`src/rtl/jk_cmd_sequencer.sv`:
```
// jk_cmd_sequencer: buffers {j,k} commands with repeat counts in a small FIFO
// and replays each one as registered J/K pairs for a downstream JK flop.
// It also tracks a cycle-accurate model of that flop's q output.
//
// Ports:
//   clk, rst_n          rising-edge clock, asynchronous active-low reset
//   cmd_valid/cmd_ready push handshake; cmd_ready = (count != DEPTH)
//   cmd_op[1:0]         {j,k}: 00 hold, 01 reset, 10 set, 11 toggle
//   cmd_rep[REP_W-1:0]  extra presentations (op shown cmd_rep+1 times)
//   en                  issue enable; 0 pauses presentation (shows 00)
//   j, k                registered J/K to the downstream flop
//   q_model             expected downstream q
//   busy                work pending (rem != 0 or FIFO non-empty)
//   count[CW-1:0]       commands held in the FIFO
module jk_cmd_sequencer #(
  parameter int unsigned DEPTH = 4,
  parameter int unsigned REP_W = 3,
  localparam int unsigned CW   = $clog2(DEPTH + 1)
) (
  input  logic             clk,
  input  logic             rst_n,
  input  logic             cmd_valid,
  output logic             cmd_ready,
  input  logic [1:0]       cmd_op,
  input  logic [REP_W-1:0] cmd_rep,
  input  logic             en,
  output logic             j,
  output logic             k,
  output logic             q_model,
  output logic             busy,
  output logic [CW-1:0]    count
);

  localparam int unsigned PW = (DEPTH > 1) ? $clog2(DEPTH) : 1;

  typedef struct packed {
    logic [1:0]       op;
    logic [REP_W-1:0] rep;
  } cmd_t;

  typedef enum logic [1:0] {
    ST_IDLE,
    ST_RUN,
    ST_PAUSE
  } seq_state_e;

  cmd_t [DEPTH-1:0] mem_q, mem_d;
  logic [PW-1:0]    wr_ptr_q, wr_ptr_d;
  logic [PW-1:0]    rd_ptr_q, rd_ptr_d;
  logic [CW-1:0]    count_q, count_d;
  logic [REP_W-1:0] rem_q, rem_d;
  logic [1:0]       cur_op_q, cur_op_d;
  logic [1:0]       jk_q, jk_d;
  logic             q_model_q, q_model_d;

  seq_state_e       state_c;
  cmd_t             head_c;
  logic             push_c;
  logic             pop_c;
  logic             pending_c;

  // Handshake and status derive from registered state only.
  assign cmd_ready = (count_q != CW'(DEPTH));
  assign pending_c = (rem_q != '0) || (count_q != '0);
  assign busy      = pending_c;
  assign count     = count_q;
  assign j         = jk_q[1];
  assign k         = jk_q[0];
  assign q_model   = q_model_q;
  assign push_c    = cmd_valid && cmd_ready;
  assign head_c    = mem_q[rd_ptr_q];

  // Sequencer phase, derived from pending work and the enable.
  always_comb begin
    state_c = ST_IDLE;
    if (pending_c) begin
      state_c = en ? ST_RUN : ST_PAUSE;
    end
  end

  // Presentation: finish the current command before popping the next one.
  always_comb begin
    jk_d     = 2'b00;
    rem_d    = rem_q;
    cur_op_d = cur_op_q;
    pop_c    = 1'b0;
    case (state_c)
      ST_RUN: begin
        if (rem_q != '0) begin
          jk_d  = cur_op_q;
          rem_d = REP_W'(rem_q - 1'b1);
        end else begin
          // rem is zero and work is pending, so the FIFO is non-empty.
          pop_c    = 1'b1;
          cur_op_d = head_c.op;
          jk_d     = head_c.op;
          rem_d    = head_c.rep;
        end
      end
      default: jk_d = 2'b00;
    endcase
  end

  // FIFO bookkeeping; no bypass, so a fresh push is popped one edge later.
  always_comb begin
    mem_d    = mem_q;
    wr_ptr_d = wr_ptr_q;
    rd_ptr_d = rd_ptr_q;
    count_d  = count_q;
    if (push_c) begin
      mem_d[wr_ptr_q] = '{op: cmd_op, rep: cmd_rep};
      wr_ptr_d        = PW'(wr_ptr_q + 1'b1);
    end
    if (pop_c) begin
      rd_ptr_d = PW'(rd_ptr_q + 1'b1);
    end
    case ({push_c, pop_c})
      2'b10:   count_d = CW'(count_q + 1'b1);
      2'b01:   count_d = CW'(count_q - 1'b1);
      default: count_d = count_q;
    endcase
  end

  // Downstream flop model, driven by the pre-edge j,k like the real flop.
  always_comb begin
    q_model_d = q_model_q;
    case (jk_q)
      2'b10:   q_model_d = 1'b1;
      2'b01:   q_model_d = 1'b0;
      2'b11:   q_model_d = ~q_model_q;
      default: q_model_d = q_model_q;
    endcase
  end

  always_ff @(posedge clk or negedge rst_n) begin
    if (!rst_n) begin
      mem_q     <= '0;
      wr_ptr_q  <= '0;
      rd_ptr_q  <= '0;
      count_q   <= '0;
      rem_q     <= '0;
      cur_op_q  <= 2'b00;
      jk_q      <= 2'b00;
      q_model_q <= 1'b0;
    end else begin
      mem_q     <= mem_d;
      wr_ptr_q  <= wr_ptr_d;
      rd_ptr_q  <= rd_ptr_d;
      count_q   <= count_d;
      rem_q     <= rem_d;
      cur_op_q  <= cur_op_d;
      jk_q      <= jk_d;
      q_model_q <= q_model_d;
    end
  end

endmodule

```
`config.mk`:
```
export PLATFORM = sky130hd
export DESIGN_NAME = jk_cmd_sequencer
export DESIGN_NICKNAME = d
export VERILOG_FILES = /design/src/rtl/jk_cmd_sequencer.sv
export SDC_FILE = /design/constraint.sdc
export NUM_CORES = 1
export LEC_CHECK = 0
export CORE_AREA = 2 2 57 59
export DETAILED_ROUTE_END_ITERATION = 12
export DIE_AREA = 0 0 59 61
export GPL_ROUTABILITY_DRIVEN = 1
export HOLD_SLACK_MARGIN = 0.02
export PLACE_DENSITY = 0.9
export SYNTH_ARGS = -nofsm -noshare
export SYNTH_HDL_FRONTEND = slang
export SYNTH_SLANG_ARGS = --single-unit
```
`constraint.sdc`:
```
create_clock -name clk -period 4.6 [get_ports clk]
set_input_delay 0.92 -clock clk [delete_from_list [all_inputs] [get_ports clk]]
set_output_delay 0.92 -clock clk [all_outputs]
set_load 0.02 [all_outputs]
```
[Word-level counts from Yosys, hierarchy flattened]
Index checks and enable logic that the tools add are counted.
Operators by class
  add/sub/neg operators: 5
  magnitude comparators: 3
  eq/ne operators: 7
  muxes and demuxes: 14
  bitwise operators: 1
  reduce and logical (&&, ||, !) cells: 7
Operators by type and width (number)
  bitwise mux 20 bit: 1
  binary-select mux 5 bit (select 2 bit): 1
  demux 5 bit (select 2 bit): 1
  2-to-1 mux 5 bit: 2
  nonzero test 3 bit: 3
  2-to-1 mux 2 bit: 4
  equality test 2 x 1 -> 1 bit, second input constant: 3
  equality test 2 bit, second input constant: 3
  less-than comparator 2 x 3 -> 1 bit, second input constant: 2
  case mux 3 bit (2 select lines): 1
  subtractor 3 x 1 -> 3 bit, second input constant: 2
  adder 2 x 1 -> 2 bit, second input constant: 2
  adder 3 x 1 -> 3 bit, second input constant: 1
  2-to-1 mux 3 bit: 1
  != test 3 bit, second input constant: 1
  case mux 1 bit (3 select lines): 1
  greater-or-equal comparator 2 x 1 -> 1 bit, second input constant: 1
  logical AND 1 bit: 2
  2-to-1 mux 1 bit: 2
  nonzero test 2 bit: 1
  logical OR 1 bit: 1
  NOT 1 bit: 1
Storage, ports and cells
  register bits after elaboration: 35
  input bits: 9
  output and inout bits: 8

[Logic depth before layout (Yosys ltp)]
Gate-level depths: netlist of the first run.
  depth after elaboration: 7
  mapped depth: 12

[Worst setup path before layout of the first run]
No wires, ideal clock.
  kind: reg-to-reg
  from: register count_q[1], in the netlist count[1]
  to: register count_q[2], in the netlist count[2]
  library setup time: 0.080 ns
  arrival: 2.155 ns
  slack: 2.366 ns
  cell stages (with the launch flop): 10
  path buffers: 1
  period minus slack after synthesis: 2.234 ns
  path through: dfrtp_1 -> or3b_1 -> buf_2 -> nand2_1 -> ha_1 -> inv_1 -> fa_1 -> xor2_1 -> nor2_1 -> xor2_1
RTL lines
  start, declared: RTL line 50  | logic [CW-1:0] count_q, count_d;
  start signal, assigned: RTL line 149  | count_q <= count_d;
  != test 3 bit *: RTL line 63  | assign cmd_ready = (count_q != CW'(DEPTH));
  named net cmd_ready: RTL line 23  | output logic cmd_ready,
  logical AND 1 bit *: RTL line 70  | assign push_c = cmd_valid && cmd_ready;
  equality test 2 x 1 -> 1 bit or equality test 2 bit (tied branches): RTL line 117  | case ({push_c, pop_c})
  case mux 3 bit (2 select lines) or nonzero test 2 bit (tied branches)
Mark *: on every way through the listed nets, which the timed path passes. The rest lies on a longest branch.
A chain may end at the register's enable or synchronous reset.

[Worst setup path in the final report of the first run]
  from: register rem_q[0]
  to: output busy
On the way
  cells in the longest elaborated chain, start to end: 2
RTL lines
  start, declared: RTL line 51  | logic [REP_W-1:0] rem_q, rem_d;
  start signal, assigned: RTL line 150  | rem_q <= rem_d;
  nonzero test 3 bit: RTL line 64  | assign pending_c = (rem_q != '0) || (count_q != '0);
  logical OR 1 bit: RTL line 64
  end, declared: RTL line 30  | output logic busy,
No other way between the ends.

==> results of run 1 <==
power breakdown:
group | switching, mW | internal (mW) | total, mW
sequential | 0.118 | 0.464 | 0.583
combinational | 0.257 | 0.303 | 0.560
clock | 0.101 | 0.0589 | 0.160
total | 0.476 | 0.826 | 1.30
cell families after synthesis:
| group | after synthesis | synth area share (%) |
|---|---|---|
| simple gates | 21 | 8.118 |
| fa+ha+maj | 8 | 6.347 |
| mux | 32 | 24.72 |
| flops | 35 | 51.66 |
| buf+inv | 13 | 3.542 |
| compound gates | 8 | 2.509 |
| xor+xnor | 6 | 3.100 |
final timing paths:
check,start,to,slack [ns],depth (start not counted)
worst min-delay path,jk_q[0]$_DFF_PN0_,q_model$_DFFE_PN0P_,0.45,1
max in group asynchronous,rst_n,mem_q[13]$_DFFE_PN0P_,3.30,2
worst min register to register,jk_q[0]$_DFF_PN0_,q_model$_DFFE_PN0P_,0.45,1
worst max-delay path,rem_q[0]$_DFFE_PN0N_,busy,1.49,5
min in group asynchronous,rst_n,rem_q[2]$_DFFE_PN0N_,0.98,2
worst max register to register,rem_q[0]$_DFFE_PN0N_,count[2]$_DFFE_PN0P_,1.98,10
through the flow:
step	utilization [%]	total power, mW	cells	setup slack [ns]
6_report	65.30	1.302	176	1.494
3_3_place_gp	63.47	1.104	168	1.831
4_1_cts	65.30	1.318	176	1.480
5_1_grt	65.30	1.399	176	1.316
2_1_floorplan	-	0.9762	123	2.366
3_5_place_dp	63.47	1.156	168	1.763
state kept, by name, indices dropped and copies added, names as in the netlist:
signal / flops
q_model: 1
rem_q: 3
rd_ptr_q: 2
cur_op_q: 2
wr_ptr_q: 2
count: 3
mem_q: 20
jk_q: 2
cell type report:
class / count / share of cell area [%]
clock buffers: 6 / 2.141
clock inverters: 2 / 0.6489
inverters: 8 / 1.557
multi-input cells: 75 / 39.39
flip-flops and latches: 35 / 45.43
well taps: 33 / 2.141
repair buffers: 17 / 8.696
per-layer routing:
layer  vias up  part of all wire (%)
li1        463                     -
met1       502                    44
met2        20                    51
met3         6                   4.0
met4         0                   1.2
met5         -                     0
cell usage in the layout (no fill, tap or decap), drive strengths merged:
master,instances
or3,1
ha,7
clkbuf,6
nor2b,1
mux2i,4
a21oi,4
clkinv,1
inv,8
o21ai,3
dfrtp,35
nor2,3
or3b,1
and4,1
fa,1
mux4,5
mux2,23
clkdlybuf4s50,16
xnor2,2
nand3,5
clkinvlp,1
and3,1
nand2,6
buf,1
nand2b,2
xor2,4
o21a,1
==> impl_results.md, run 1 <==
- Final setup violating endpoints: 0
- Post-CTS Setup Bufs: 0
- Total GRT Usage: 19.87%
- Post-layout instance area: 1928 sq um
- Critical path class: reg -> out
- Post-synthesis sequential area ratio: 51.66%
- EDFF count, synth: 0
- Sink Count: 35
- IO Count: 17
- Hold Fails Final Rpt: 0
- Leading post-synthesis cells by cell area: dfrtp_1 52%, mux2_1 14%, mux4_2 6.6%, ha_1 5.2%, mux2i_1 2.4%
- Port Buf Inserts: 16
- Tmin final: 3.106 ns
- Largest area contributor in the netlist: dfrtp_1
- Routed length per instance: 17.14 microns
- Final WL: 3016 microns
- Met3 Usage GRT: 6.183%
- 1st-pass router iterations: 4
- Asr flop ratio synth: 100.0%
- Routed Antenna Nets: 0
- DPL Wire Length: 2234 microns
- Yosys top cell area share: 51.66%
- Final Cycle Share: 67.52%
- RSZ-0062 raised after global routing: false
- Die Ht: 61 microns
- Initial antenna violation count: 0
- Diode count: 0
- GR Util met1: 22.79%
- Critical path's top delay family: buffers and inverters
- Footprint of the multi-input gates: 759.5 sq um
- CP max FO: 7
- Starting Density: 57.42%
- Arrival time at the worst endpoint: 2.19 ns
- Cell with the most instances after synthesis: dfrtp_1
- P_leak: 0.8452 nW
- Rows: 20
- PwrDens: 675.5 nW/um^2
- Final Max Tran Viols: 0
- CTS Hold Bufs: 0
- Die X: 59 microns
- Initial DRC count: 28
- Global-route wire length before repair: 4933 microns
- Max VDD drop: 0.3257 mV
- Max_slew headroom: 63.14%
- Run status: complete, no violations
- Worst-skew pair later-pin latency: 0.34 ns
- GRT busiest layer: met2
- H-tree depth: 2
- Vias/cell: 5.631
- Seq cells post-synth: 35
- GR Util met2: 35.08%
- Synth-to-layout area growth: 13.73%
- Total CTS buffers: 5
- Fmax: 0.3220 GHz
- Maximum single-stage delay on the critical path: 0.55 ns
- Setup crit end kind: primary output
- Die ar.: 3599 sq um
- Post-synth top cells: 35 x dfrtp_1, 21 x mux2_1, 8 x inv_1, 7 x ha_1, 6 x nand2_1
- Cell Area, Synth: 1695 sq um
- Via count: 991
- CTS tree: done
- Measured slew at the worst slew-check pin: 0.5517 ns
- FILL cells: 234
- Hold Crit Class: reg -> reg
- Mean area per synthesized cell: 13.78 sq um
- Hold WS: 0.4547 ns
- Maximum clock path buffer count: 2
- Residual DRC count: 0
- Crit start category: flip-flop
- Top FF cell, synth: dfrtp_1
- Max Cap Viol: 0
- GRT overflow: 0
- Clock Root Buffer: clkbuf_4
- Placer Congestion: 0.7950
- Placed instance area: 1874 sq um
- Setup TNS: 0 ns
- Largest net degree at the start of global routing: 36
- Register area: 875.8 sq um
- Ys Warns: 0
- Fin nets: 159
- Cts repair resizes: 0
- Setup Skew: 0.01162 ns
- Cells along the critical path: inv_1 -> ha_1 -> nor2b_1 -> nand2b_1 -> clkdlybuf4s50_1
- Yosys cell types: 27
- Core area: 2953 sq um
- Synth Instances: 123
- Clock Pin Slew Worst Setup and Hold Paths: 0.11 ns
- Vias in the first global route: 1044
- Share of post-route cells with drive strength above 1: 14.69%
- Net count after synthesis: 140
- Crit-path slowest cell: clkdlybuf4s50_1
- Worst Path Required: 3.68 ns
- Buf+Inv Stages, Crit Path: 2
No activity file was read; power rests on OpenSTA's default activity.
==> inputs of run 2 (changes only) <==
Settings changed: CORE_AREA 2 2 57 59 to 2 2 59 61, DIE_AREA 0 0 59 61 to 0 0 61 63, PLACE_DENSITY 0.9 to 0.85.
Clock period 4.6 ns to 3.2 ns, I/O delays scaled along.
==> run 2 against run 1 <==
Compared with the run above: register-to-register slack worse by 1.3 ns; cell area grew 1.6%; cell count rose by 7.4%; combinational power rose by 41%; wire length shrank 5.6%; first-iteration DRC count increased by 25%; worst hold slack gained 0.0048 ns; global-route usage shrank 2.2 points; worst setup slack worse by 1.0 ns.
==> impl_results.md, run 2 (same netlist as run 1, synthesis figures left out) <==
- Run status: complete, no violations
- Initial antenna violation count: 0
- Sequential Power Share: 43.9%
- Maximum clock path buffer count: 2
- Max reg flops: 20
- Vias in the first global route: 1034
- Die X: 61 microns
- Routed Antenna Nets: 0
- RSZ-0062 raised after global routing: false
- Total GRT Usage: 17.65%
- Critical path class: reg -> out
- Vias/cell: 5.217
- Share of total power in the clock network: 14.5%
- Largest net degree at the start of global routing: 36
- Sw frac: 35.26%
- Fin nets: 159
- Share of post-route cells with drive strength above 1: 14.69%
- Routed length per instance: 15.07 microns
- Residual DRC count: 0
- R2R depth: 10
- Final Max Tran Viols: 0
- Clock Pin Slew Worst Setup and Hold Paths: 0.11 ns
- Setup crit end kind: primary output
- Clock Root Buffer: clkbuf_4
- Final WL: 2848 microns
- Footprint of the multi-input gates: 759.5 sq um
- Setup TNS: 0 ns
- Worst r2r dst: count[2]$_DFFE_PN0P_
- Hold path depth: 1
- CTS tree: done
- Hold Fails Final Rpt: 0
- Via count: 986
- Measured slew at the worst slew-check pin: 0.5250 ns
- Sink Count: 35
- Most common cell after layout, fill and taps aside: dfrtp_1
- Hold EP: q_model$_DFFE_PN0P_
- Port Buf Inserts: 16
- IO Count: 17
- Rows: 21
- Starting Density: 52.46%
- RR Startpoint: rem_q[0]$_DFFE_PN0N_
- Setup Skew: 0.01318 ns
- Die Ht: 63 microns
- Crit start category: flip-flop
- PwrDens: 970.1 nW/um^2
- Register area: 875.8 sq um
- Core area: 3232 sq um
- Worst Path Required: 2.56 ns
- Most frequent cells in the layout: 35 x dfrtp_1, 21 x mux2_1, 16 x clkdlybuf4s50_1
- Initial DRC count: 35
- CTS Hold Bufs: 0
- Max Cap Viol: 0
- 1st-pass router iterations: 4
- Max VDD drop: 0.4898 mV
- GRT overflow: 0
- Final Cycle Share: 86.10%
- Total CTS buffers: 5
- Flop2flop setup slack: 0.68 ns
- P_leak: 0.8556 nW
- H-tree depth: 2
- Global-route wire length before repair: 4899 microns
- Hold_sp: jk_q[0]$_DFF_PN0_
- Fmax: 0.3629 GHz
- FILL cells: 253
- Worst-skew pair later-pin latency: 0.34 ns
- Final setup violating endpoints: 0
- Arrival time at the worst endpoint: 2.12 ns
- Pint: 1.231 mW
- Top reg by flops: mem_q
- Hold Crit Class: reg -> reg
- Post-CTS Setup Bufs: 0
- DPL Wire Length: 2090 microns
- Logic pwr share: 41.6%
- Tmin final: 2.755 ns
- Cts repair resizes: 0
- Placer Congestion: 0.8075
- P_sw: 0.6702 mW
- Die ar.: 3843 sq um
- Layout Utilization: 60.63%
- Synth-to-layout area growth: 15.57%
- Max_slew headroom: 64.93%
- Diode count: 0
- CP max FO: 7
-- run 2: stage by stage --
stage / power, mW / std cells / hold slack [ns] / area, sq um / setup WS, ns
6_report: 1.901 / 189 / 0.4596 / 1959 / 0.4447
3_5_place_dp: 1.654 / 181 / 0.4518 / 1891 / 0.6257
3_3_place_gp: 1.590 / 181 / 0.4326 / 1891 / 0.7105
4_1_cts: 1.926 / 189 / 0.4662 / 1959 / 0.4157
5_1_grt: 2.057 / 189 / 0.4892 / 1959 / 0.2765
2_1_floorplan: 1.403 / 123 / 0.3444 / 1695 / 0.9656
-- run 2: critical path: stages (launching register included) --
cell,delay (ns)
dfrtp_1,0.37
inv_1,0.11
ha_1,0.20
nor2b_1,0.46
nand2b_1,0.10
clkdlybuf4s50_1,0.55
-- run 2: final cells by class --
| type | instances | share of cell area [%] |
|---|---|---|
| flip-flops and latches | 35 | 44.70 |
| multi-input cells | 75 | 38.76 |
| repair buffers | 17 | 8.557 |
| clock buffers | 8 | 3.512 |
| well taps | 46 | 2.937 |
| inverters | 8 | 1.533 |
-- run 2: per-layer routing --
layer / vias up / wire length [microns] / GRT usage (%)
met3: 2 / 112 / 6.211
met1: 505 / 1238 / 23.30
met5: - / 0 / 0
met4: 0 / 13 / 4.076
li1: 462 / - / -
met2: 17 / 1484 / 27.82
-- run 2: how the worst max path moves through the flow --
stage                               from              endpoint  slack (ns)  depth (start not counted)
global placement                      en  count[2]$_DFFE_PN0P_        0.71                          8
floorplan           count[1]$_DFFE_PN0P_  count[2]$_DFFE_PN0P_        0.97                          9
finish              rem_q[0]$_DFFE_PN0N_                  busy        0.44                          5
detailed placement                    en  count[2]$_DFFE_PN0P_        0.63                          8
CTS                 rem_q[0]$_DFFE_PN0N_                  busy        0.42                          5
global route        rem_q[0]$_DFFE_PN0N_                  busy        0.28                          5
-- run 2: power by group through the flow --
stage                     clock network (mW)  logic, mW  registers, mW
after floorplan                            0      0.589          0.814
after global placement                     0      0.763          0.827
after detailed placement                   0      0.803          0.851
after CTS                              0.279      0.807          0.840
after global routing                   0.299      0.885          0.872
final                                  0.276      0.790          0.835
